<file path="config.mk">
export PLATFORM = sky130hd
export DESIGN_NAME = axis_packet_injector
export DESIGN_NICKNAME = d
export VERILOG_FILES = /design/src/rtl/axis_packet_injector_pkg.sv /design/src/rtl/axis_packet_injector_fifo.sv /design/src/rtl/axis_packet_injector.sv
export SDC_FILE = /design/constraint.sdc
export NUM_CORES = 1
export LEC_CHECK = 0
export ABC_AREA = 0
export BUFFER_PORTS_ARGS = -buffer_cell sky130_fd_sc_hd__clkbuf_2
export CAP_MARGIN = 20
export CORE_MARGIN = 8
export CORE_UTILIZATION = 60
export DETAILED_ROUTE_END_ITERATION = 8
export HOLD_SLACK_MARGIN = 0.03
export PLACE_DENSITY = 0.76
export SYNTH_ARGS = -nofsm -noshare
export SYNTH_HDL_FRONTEND = slang
export SYNTH_HIERARCHICAL = 1
export SYNTH_SLANG_ARGS = --single-unit
</file>
<file path="constraint.sdc">
create_clock -name clk -period 6.6 [get_ports clk]
set_input_delay 0.99 -clock clk [delete_from_list [all_inputs] [get_ports clk]]
set_output_delay 0.99 -clock clk [all_outputs]
set_load 0.05 [all_outputs]
</file>
<file path="src/rtl/axis_packet_injector_pkg.sv">
// Shared definitions for the AXI-Stream packet injector: register map,
// CTRL/STATUS bit positions, FSM state type and the egress bundle types.
package axis_packet_injector_pkg;

   localparam int INJ_DATA_WIDTH = 16;
   localparam int INJ_DEST_WIDTH = 2;

   localparam logic [7:0] INJ_REG_DATA_LO    = 8'h00;
   localparam logic [7:0] INJ_REG_DATA_HI    = 8'h01;
   localparam logic [7:0] INJ_REG_CTRL       = 8'h02;
   localparam logic [7:0] INJ_REG_STATUS     = 8'h03;
   localparam logic [7:0] INJ_REG_LEVEL      = 8'h04;
   localparam logic [7:0] INJ_REG_PKT_CNT_LO = 8'h05;
   localparam logic [7:0] INJ_REG_PKT_CNT_HI = 8'h06;

   localparam int INJ_CTRL_DEST_LSB = 0;
   localparam int INJ_CTRL_START    = 2;
   localparam int INJ_CTRL_IRQ_EN   = 3;
   localparam int INJ_CTRL_FLUSH    = 4;

   localparam int INJ_STATUS_BUSY  = 0;
   localparam int INJ_STATUS_FULL  = 1;
   localparam int INJ_STATUS_EMPTY = 2;
   localparam int INJ_STATUS_DONE  = 3;
   localparam int INJ_STATUS_OVF   = 4;

   typedef enum logic {
      IDLE = 1'b0,
      SEND = 1'b1
   } inj_state_t;

   typedef struct packed {
      logic [INJ_DATA_WIDTH-1:0] tdata;
      logic                      tvalid;
      logic                      tlast;
      logic [INJ_DEST_WIDTH-1:0] tdest;
   } axis_d_source_t;

   typedef struct packed {
      logic tready;
   } axis_d_sink_t;

endpackage

</file>
<file path="src/rtl/axis_packet_injector_fifo.sv">
// Synchronous beat FIFO for the packet injector. The head word is held in a
// register so the egress data comes straight from a flop and stays stable
// while the consumer stalls. A push into a full FIFO is accepted only when a
// pop happens in the same cycle.
module pkt_injector_fifo #(
   parameter int WIDTH = 16,
   parameter int DEPTH = 64
) (
   input  logic                     clk,
   input  logic                     reset,
   input  logic                     flush,
   input  logic                     push,
   input  logic [WIDTH-1:0]         push_data,
   input  logic                     pop,
   output logic [WIDTH-1:0]         head,
   output logic [$clog2(DEPTH):0]   count,
   output logic                     full,
   output logic                     empty,
   output logic                     push_ok
);

   localparam int AW = $clog2(DEPTH);

   logic [WIDTH-1:0] mem_q [DEPTH];
   logic [AW-1:0]    wr_ptr_q, wr_ptr_d;
   logic [AW-1:0]    rd_ptr_q, rd_ptr_d;
   logic [AW-1:0]    rd_next;
   logic [AW:0]      count_q, count_d;
   logic [WIDTH-1:0] head_q, head_d;
   logic             pop_ok;

   assign full    = (count_q == (AW+1)'(DEPTH));
   assign empty   = (count_q == '0);
   assign pop_ok  = pop && !empty;
   assign push_ok = push && (!full || pop_ok);
   assign rd_next = rd_ptr_q + 1'b1;
   assign head    = head_q;
   assign count   = count_q;

   // Next pointers, occupancy and head word; the head is refilled from the
   // slot behind it on a pop, or from the incoming word when it is the only one.
   always_comb begin
      wr_ptr_d = wr_ptr_q;
      rd_ptr_d = rd_ptr_q;
      count_d  = count_q;
      head_d   = head_q;
      if (flush) begin
         wr_ptr_d = '0;
         rd_ptr_d = '0;
         count_d  = '0;
      end else begin
         if (push_ok) wr_ptr_d = wr_ptr_q + 1'b1;
         if (pop_ok)  rd_ptr_d = rd_next;
         case ({push_ok, pop_ok})
            2'b10:   count_d = count_q + 1'b1;
            2'b01:   count_d = count_q - 1'b1;
            default: count_d = count_q;
         endcase
         if (pop_ok) begin
            if (count_q > (AW+1)'(1)) head_d = mem_q[rd_next];
            else if (push_ok)         head_d = push_data;
         end else if (push_ok && empty) begin
            head_d = push_data;
         end
      end
   end

   // Storage array write port; contents need no reset because occupancy gates use.
   always_ff @(posedge clk) begin
      if (push_ok && !flush) mem_q[wr_ptr_q] <= push_data;
   end

   // Pointer, occupancy and head registers.
   always_ff @(posedge clk) begin
      if (reset) begin
         wr_ptr_q <= '0;
         rd_ptr_q <= '0;
         count_q  <= '0;
         head_q   <= '0;
      end else begin
         wr_ptr_q <= wr_ptr_d;
         rd_ptr_q <= rd_ptr_d;
         count_q  <= count_d;
         head_q   <= head_d;
      end
   end

endmodule

</file>
<file path="src/rtl/axis_packet_injector.sv">
// Software-driven AXI-Stream packet injector. The host fills a beat FIFO over
// an 8-bit Avalon-MM slave, then starts a packet; every beat buffered at start
// goes out as one packet with a fixed tdest and tlast on the final beat.
// Optional build macro PKT_INJECTOR_PKT_CNT_EN adds a 16-bit sent-packet
// counter at 0x05/0x06.
module axis_packet_injector
   import axis_packet_injector_pkg::*;
#(
   parameter int DATA_WIDTH = INJ_DATA_WIDTH,
   parameter int DEST_WIDTH = INJ_DEST_WIDTH,
   parameter int FIFO_DEPTH = 64
) (
   input  logic                  clk,
   input  logic                  reset,
   input  logic [7:0]            writedata,
   input  logic                  write,
   input  logic                  chipselect,
   input  logic [7:0]            address,
   input  logic                  read,
   output logic [7:0]            readdata,
   output logic [DATA_WIDTH-1:0] egress_tdata,
   output logic                  egress_tvalid,
   input  logic                  egress_tready,
   output logic                  egress_tlast,
   output logic [DEST_WIDTH-1:0] egress_tdest,
   output logic                  irq
);

   localparam int CW = $clog2(FIFO_DEPTH) + 1;
   localparam logic [0:0] ST_IDLE = 1'(IDLE);
   localparam logic [0:0] ST_SEND = 1'(SEND);

   logic [0:0]            state_q, state_d;
   logic [CW-1:0]         remaining_q, remaining_d;
   logic [DEST_WIDTH-1:0] tdest_q, tdest_d;
   logic [DEST_WIDTH-1:0] dest_q, dest_d;
   logic                  irq_en_q, irq_en_d;
   logic                  done_q, done_d;
   logic                  ovf_q, ovf_d;
   logic [7:0]            staging_q, staging_d;
   logic [7:0]            readdata_q, readdata_d;

   logic                  wr_en, rd_en, wr_hi, wr_ctrl, wr_status;
   logic                  fifo_flush, fifo_full, fifo_empty, fifo_push_ok;
   logic [DATA_WIDTH-1:0] fifo_head;
   logic [CW-1:0]         fifo_count;
   logic                  fire, last_beat, busy;
   logic [7:0]            level, ctrl_rd, status_rd, cnt_lo_rd, cnt_hi_rd;

   axis_d_source_t egress_src;
   axis_d_sink_t   egress_snk;

   assign wr_en     = chipselect && write;
   assign rd_en     = chipselect && read;
   assign wr_hi     = wr_en && (address == INJ_REG_DATA_HI);
   assign wr_ctrl   = wr_en && (address == INJ_REG_CTRL);
   assign wr_status = wr_en && (address == INJ_REG_STATUS);

   assign busy       = (state_q == ST_SEND);
   assign last_beat  = busy && (remaining_q == CW'(1));
   assign egress_snk = '{tready: egress_tready};
   assign egress_src = '{tdata: fifo_head, tvalid: busy, tlast: last_beat, tdest: tdest_q};
   assign fire       = egress_src.tvalid && egress_snk.tready;

   assign egress_tdata  = egress_src.tdata;
   assign egress_tvalid = egress_src.tvalid;
   assign egress_tlast  = egress_src.tlast;
   assign egress_tdest  = egress_src.tdest;
   assign readdata      = readdata_q;
   assign irq           = done_q && irq_en_q;

   pkt_injector_fifo #(
      .WIDTH (DATA_WIDTH),
      .DEPTH (FIFO_DEPTH)
   ) u_fifo (
      .clk       (clk),
      .reset     (reset),
      .flush     (fifo_flush),
      .push      (wr_hi),
      .push_data (DATA_WIDTH'({writedata, staging_q})),
      .pop       (fire),
      .head      (fifo_head),
      .count     (fifo_count),
      .full      (fifo_full),
      .empty     (fifo_empty),
      .push_ok   (fifo_push_ok)
   );

   assign level = (32'(fifo_count) > 32'd255) ? 8'hFF : 8'(fifo_count);

`ifdef PKT_INJECTOR_PKT_CNT_EN
   logic [15:0] pkt_cnt_q, pkt_cnt_d;
   logic [7:0]  cnt_hi_snap_q, cnt_hi_snap_d;

   // Packet counter: cleared by any write to the low byte, bumped on each
   // tlast handshake; reading the low byte freezes the high byte for 0x06.
   always_comb begin
      pkt_cnt_d     = pkt_cnt_q;
      cnt_hi_snap_d = cnt_hi_snap_q;
      if (wr_en && (address == INJ_REG_PKT_CNT_LO)) pkt_cnt_d = '0;
      else if (fire && last_beat)                   pkt_cnt_d = pkt_cnt_q + 16'd1;
      if (rd_en && (address == INJ_REG_PKT_CNT_LO)) cnt_hi_snap_d = pkt_cnt_q[15:8];
   end

   // Packet counter registers.
   always_ff @(posedge clk) begin
      if (reset) begin
         pkt_cnt_q     <= '0;
         cnt_hi_snap_q <= '0;
      end else begin
         pkt_cnt_q     <= pkt_cnt_d;
         cnt_hi_snap_q <= cnt_hi_snap_d;
      end
   end

   assign cnt_lo_rd = pkt_cnt_q[7:0];
   assign cnt_hi_rd = cnt_hi_snap_q;
`else
   assign cnt_lo_rd = 8'h00;
   assign cnt_hi_rd = 8'h00;
`endif

   // Register readback values assembled from live state.
   always_comb begin
      ctrl_rd                           = '0;
      ctrl_rd[DEST_WIDTH-1:0]           = dest_q;
      ctrl_rd[INJ_CTRL_IRQ_EN]          = irq_en_q;
      status_rd                         = '0;
      status_rd[INJ_STATUS_BUSY]        = busy;
      status_rd[INJ_STATUS_FULL]        = fifo_full;
      status_rd[INJ_STATUS_EMPTY]       = fifo_empty;
      status_rd[INJ_STATUS_DONE]        = done_q;
      status_rd[INJ_STATUS_OVF]         = ovf_q;
   end

   // Host register writes, sticky flags, packet FSM and registered reads.
   always_comb begin
      state_d     = state_q;
      remaining_d = remaining_q;
      tdest_d     = tdest_q;
      dest_d      = dest_q;
      irq_en_d    = irq_en_q;
      done_d      = done_q;
      ovf_d       = ovf_q;
      staging_d   = staging_q;
      readdata_d  = readdata_q;
      fifo_flush  = 1'b0;

      if (wr_en && (address == INJ_REG_DATA_LO)) staging_d = writedata;
      if (wr_ctrl) begin
         dest_d   = writedata[DEST_WIDTH-1:0];
         irq_en_d = writedata[INJ_CTRL_IRQ_EN];
      end
      if (wr_status && writedata[INJ_STATUS_DONE]) done_d = 1'b0;
      if (wr_status && writedata[INJ_STATUS_OVF])  ovf_d  = 1'b0;
      if (wr_hi && !fifo_push_ok)                  ovf_d  = 1'b1;

      case (state_q)
         ST_IDLE: begin
            if (wr_ctrl && writedata[INJ_CTRL_FLUSH]) begin
               fifo_flush = 1'b1;
            end else if (wr_ctrl && writedata[INJ_CTRL_START] && !fifo_empty) begin
               remaining_d = fifo_count;
               tdest_d     = writedata[DEST_WIDTH-1:0];
               state_d     = ST_SEND;
            end
         end
         default: begin
            if (fire) begin
               remaining_d = remaining_q - 1'b1;
               if (last_beat) begin
                  state_d = ST_IDLE;
                  done_d  = 1'b1;
               end
            end
         end
      endcase

      if (rd_en) begin
         case (address)
            INJ_REG_CTRL:       readdata_d = ctrl_rd;
            INJ_REG_STATUS:     readdata_d = status_rd;
            INJ_REG_LEVEL:      readdata_d = level;
            INJ_REG_PKT_CNT_LO: readdata_d = cnt_lo_rd;
            INJ_REG_PKT_CNT_HI: readdata_d = cnt_hi_rd;
            default:            readdata_d = 8'h00;
         endcase
      end
   end

   // Control and status registers.
   always_ff @(posedge clk) begin
      if (reset) begin
         state_q     <= ST_IDLE;
         remaining_q <= '0;
         tdest_q     <= '0;
         dest_q      <= '0;
         irq_en_q    <= 1'b0;
         done_q      <= 1'b0;
         ovf_q       <= 1'b0;
         staging_q   <= '0;
         readdata_q  <= '0;
      end else begin
         state_q     <= state_d;
         remaining_q <= remaining_d;
         tdest_q     <= tdest_d;
         dest_q      <= dest_d;
         irq_en_q    <= irq_en_d;
         done_q      <= done_d;
         ovf_q       <= ovf_d;
         staging_q   <= staging_d;
         readdata_q  <= readdata_d;
      end
   end

endmodule

</file>
==> summary.txt <==
Route
  • TritonRoute pass-1 iters: 5
  • # DRC: 0
  • Initial DRC Count: 3057
  • Vias per inst: roughly 6.6
  • Final WL: 101000 um
  • WL/cell: 29.9 um
  • Vias: about 22000
  • Antenna Nets Post-Route: 0

Global route
  • First-pass GRT wire length: 149000 um
  • Vias in the first global route: 22191
  • GRT Overall Usage: 0.250
  • Initial antenna violation count: 0
  • Largest net degree at the start of global routing: roughly 120
  • GR Overflow Total: 0

Power
  • Max IR drop VDD: roughly 0.24 mV
  • Leak: 16.2 nW
  • PD cells: about 280 nW/um2

Critical path
  • CP Launch Type: primary input
  • Crit-path leading delay family: simple AND/OR/NAND/NOR gates
  • Buf/Inv on CP: 3
  • Crit path capture type: register
  • CP arrival: 4.62 ns
  • R2r setup slk: around 2.6 ns
  • Reg2reg start: egress_tvalid
  • R2r endpoint: u_fifo/mem_q[40][3]
  • Highest cell delay on the worst timing path: 0.81 ns
  • Slowest CP cell: nor2_1
  • Critical-path cell list: clkbuf_2, or4_4, or3_1, nor2_1, inv_1, a21o_1, nor2_1, nand2_1, nor2_1, buf_4
  • Max Fanout on Critical Path: 9
  • Required @ worst endpoint: 6.96 ns
  • CP dominant cell by count: nor2_1
  • CP Class: in2reg
  • Worst R2R Path Depth: 8

Die
  • Die area: roughly 80000 um2
  • Initial cell density of the core: 0.603
  • Overall die width: roughly 280 um
  • Placeable core region: about 71000 um2
  • # IOs: 51
  • Die height: 283 um
  • Row cnt: ~100

Clock network
  • Hold Buf Count CTS: 0
  • Clock root buffer: clkbuf_16
  • Clock sinks: roughly 1100
  • # Post-CTS Setup Buffers: 0
  • Max clock buf depth: 3
  • CTS tree: done
  • H-tree depth: 3
  • CTS clk-pin slew, worst paths: roughly 0.060 ns
  • CTS buffer count: between 100 and 150
  • Clk Latency, worst-skew pair: 0.67 ns
  • CTS resizes: 0

Cells and area
  • NumNets Final: approximately 2400
  • Finished Layout Cells: between 3000 and 4000
  • Fillers: 4478
  • Reg area: 32100 um2
  • Area growth from synthesis to final layout: 11.8%
  • Layout cells sized above 1: 0.239
  • Multi-input combinational cell area: between 10000 and 15000 um2
  • Cell area after layout: roughly 48000 um2

Timing
  • Final worst slack: around 2.3 ns
  • Max Clk Rate: around 0.23 GHz
  • Setup TNS Final: 0 ns
  • Tightest Pin Transition: 1.15 ns
  • Tcrit/Tclk final: 0.645
  • Tmin final: approximately 4.3 ns
  • # setup viols final: 0
  • Max_slew headroom: 0.235
  • Final hold viol count: 0
  • RSZ-0062 raised after global routing: no
  • Setup Skew: 0.0229 ns
  • Count of pins over their slew limit: 0

Yosys
  • EDFF count, synth: around 1000
  • Cells after Synth: approximately 2200
  • Mean Syn Cell Area: a little under 20 um2
  • Mapped cell area: between 40000 and 50000 um2
  • Post-synthesis sequential area ratio: 0.747
  • Ys flop type: edfxtp_1
  • Unique cell type count in the Yosys netlist: 74
  • Net Count, Synth: 2231
  • Number of synthesized register bits: approximately 1100
  • Async S/R FF share, synth: 0
  • Yosys warning count: 6

Worst hold path
  • Worst hold stages: 2
  • Tightest Hold Check Type: reg2reg
  • Hold worst-path end: egress_tdest[0]
  • Beginning of the worst hold path: egress_tdest[0]

Placement
  • Placement Setup Slack: around 1.5 ns
  • DP Area: between 40000 and 50000 um2
  • HPWL after detailed placement: between 50000 and 60000 um
  • Routability cong.: between 0.8 and 0.9
  • I/O Buffers: slightly below 50
  • Placed cell count: around 3200

Flow run
  • Max_cap viols: 0

Outcome
  • Status: complete, no violations
[report_power, final]
| part | leakage, nW | switching (mW) | total [mW] | internal [mW] |
|---|---|---|---|---|
| sequential | 11.0 | 0.000206 | 7.49 | 7.49 |
| clock | 1.61 | 2.48 | 5.81 | 3.33 |
| combinational | 3.55 | 0.0888 | 0.102 | 0.0131 |
[worst max path at each step]
stage,startpoint,to,slack (ns),cells after the start
2_1_floorplan,address[5],u_fifo/mem_q[30][0],2.47,10
3_3_place_gp,address[5],u_fifo/mem_q[52][12],1.71,10
3_5_place_dp,address[5],u_fifo/mem_q[55][3],1.52,10
4_1_cts,address[5],u_fifo/mem_q[55][13],2.21,10
5_1_grt,address[5],u_fifo/mem_q[40][3],2.23,10
6_report,address[5],u_fifo/mem_q[40][3],2.34,10
[sequential cells by signal (all words and copies together) (netlist names), 2 cells and up]
| signal | flops |
|---|---|
| u_fifo/head | 16 |
| egress_tdest | 2 |
| readdata | 7 |
| dest_q | 2 |
| u_fifo/rd_ptr_q | 6 |
| u_fifo/wr_ptr_q | 6 |
| u_fifo/mem_q | 1024 |
| staging_q | 8 |
| remaining_q | 7 |
| u_fifo/count | 7 |
[worst register-to-register path, cell delays in order (launching register included)]
cell and delay [ns]:
dfxtp_1 0.67, nand2_1 0.38, inv_1 0.31, inv_1 0.26, a21o_1 0.28, nor2_1 0.25
nand2_1 0.46, nor2_1 0.81, buf_4 0.31
[stage by stage]
step	power, mW	util	hold slack, ns
CTS	13.5	0.673	0.457
global route	13.7	0.674	0.482
floorplan	7.66	-	0.454
global placement	7.73	0.627	0.444
detailed placement	7.74	0.627	0.449
finish	13.4	0.674	0.452
[cells in the mapped netlist, types with 7 or more instances]
library cell	instances	area share
nand4_1	9	0.0013
a222oi_1	15	0.0035
xnor2_1	13	0.0027
a31o_1	10	0.0020
a32o_1	15	0.0035
a21oi_1	29	0.0034
inv_1	13	0.0011
mux4_2	246	0.13
o211a_1	10	0.0023
mux4_1	10	0.0061
edfxtp_1	1024	0.72
and3_1	11	0.0016
buf_2	41	0.0048
a21o_1	13	0.0023
dfxtp_1	65	0.030
a311oi_1	12	0.0025
buf_1	10	0.00088
mux2i_1	35	0.0082
a32oi_1	14	0.0029
buf_6	10	0.0026
nand2_1	165	0.014
nor3_1	10	0.0012
nand3_1	44	0.0051
nor4_1	11	0.0016
ha_1	8	0.0023
nand2b_1	9	0.0013
and2_1	19	0.0028
nor2_1	151	0.013
xor2_1	8	0.0016
o21ai_1	7	0.00082
clkbuf_1	46	0.0040
nand3b_1	7	0.0012
a211oi_1	18	0.0032
[layer usage]
layer / vias up / share of wire / GRT usage
met2: 1390 / 0.47 / 0.375
met5: - / 0 / 0
li1: 9320 / - / -
met3: 164 / 0.11 / 0.0532
met4: 0 / 0.034 / 0.0882
met1: 11621 / 0.39 / 0.366
[cell usage in the layout, fill, tap and decap left out, types with 10 or more instances in the layout]
cell type,count
a32o_1,15
a32oi_1,14
a222oi_1,15
a21oi_1,29
clkbuf_2,49
nor2_1,151
clkinv_2,15
xnor2_1,12
nand3_1,44
mux4_1,10
edfxtp_1,1024
dfxtp_1,56
and3_1,11
nor3_1,10
buf_4,101
o211a_1,10
clkbuf_16,106
a311oi_1,12
mux4_2,246
inv_1,13
a211oi_1,17
nor4_1,11
a21o_1,13
and2_1,19
a31o_1,10
mux2i_1,35
clkinv_1,18
clkbuf_1,31
nand2_1,165
[cells by family after synthesis]
family	synth area share
flops	0.747
simple gates	0.0507
mux	0.144
compound gates	0.0347
buf+inv	0.0162
xor+xnor	0.00467
fa+ha+maj	0.00233
other cells	0.0000875
[layout make-up]
type | count | area share
flip-flops and latches | 1089 | 0.669
clock inverters | 52 | 0.0108
clock buffers | 139 | 0.0584
diodes | 2 | 0.000104
repair buffers | 157 | 0.0233
multi-input cells | 981 | 0.212
well taps | 950 | 0.0248
inverters | 14 | 0.00110
No activity file was read; power rests on OpenSTA's default activity.
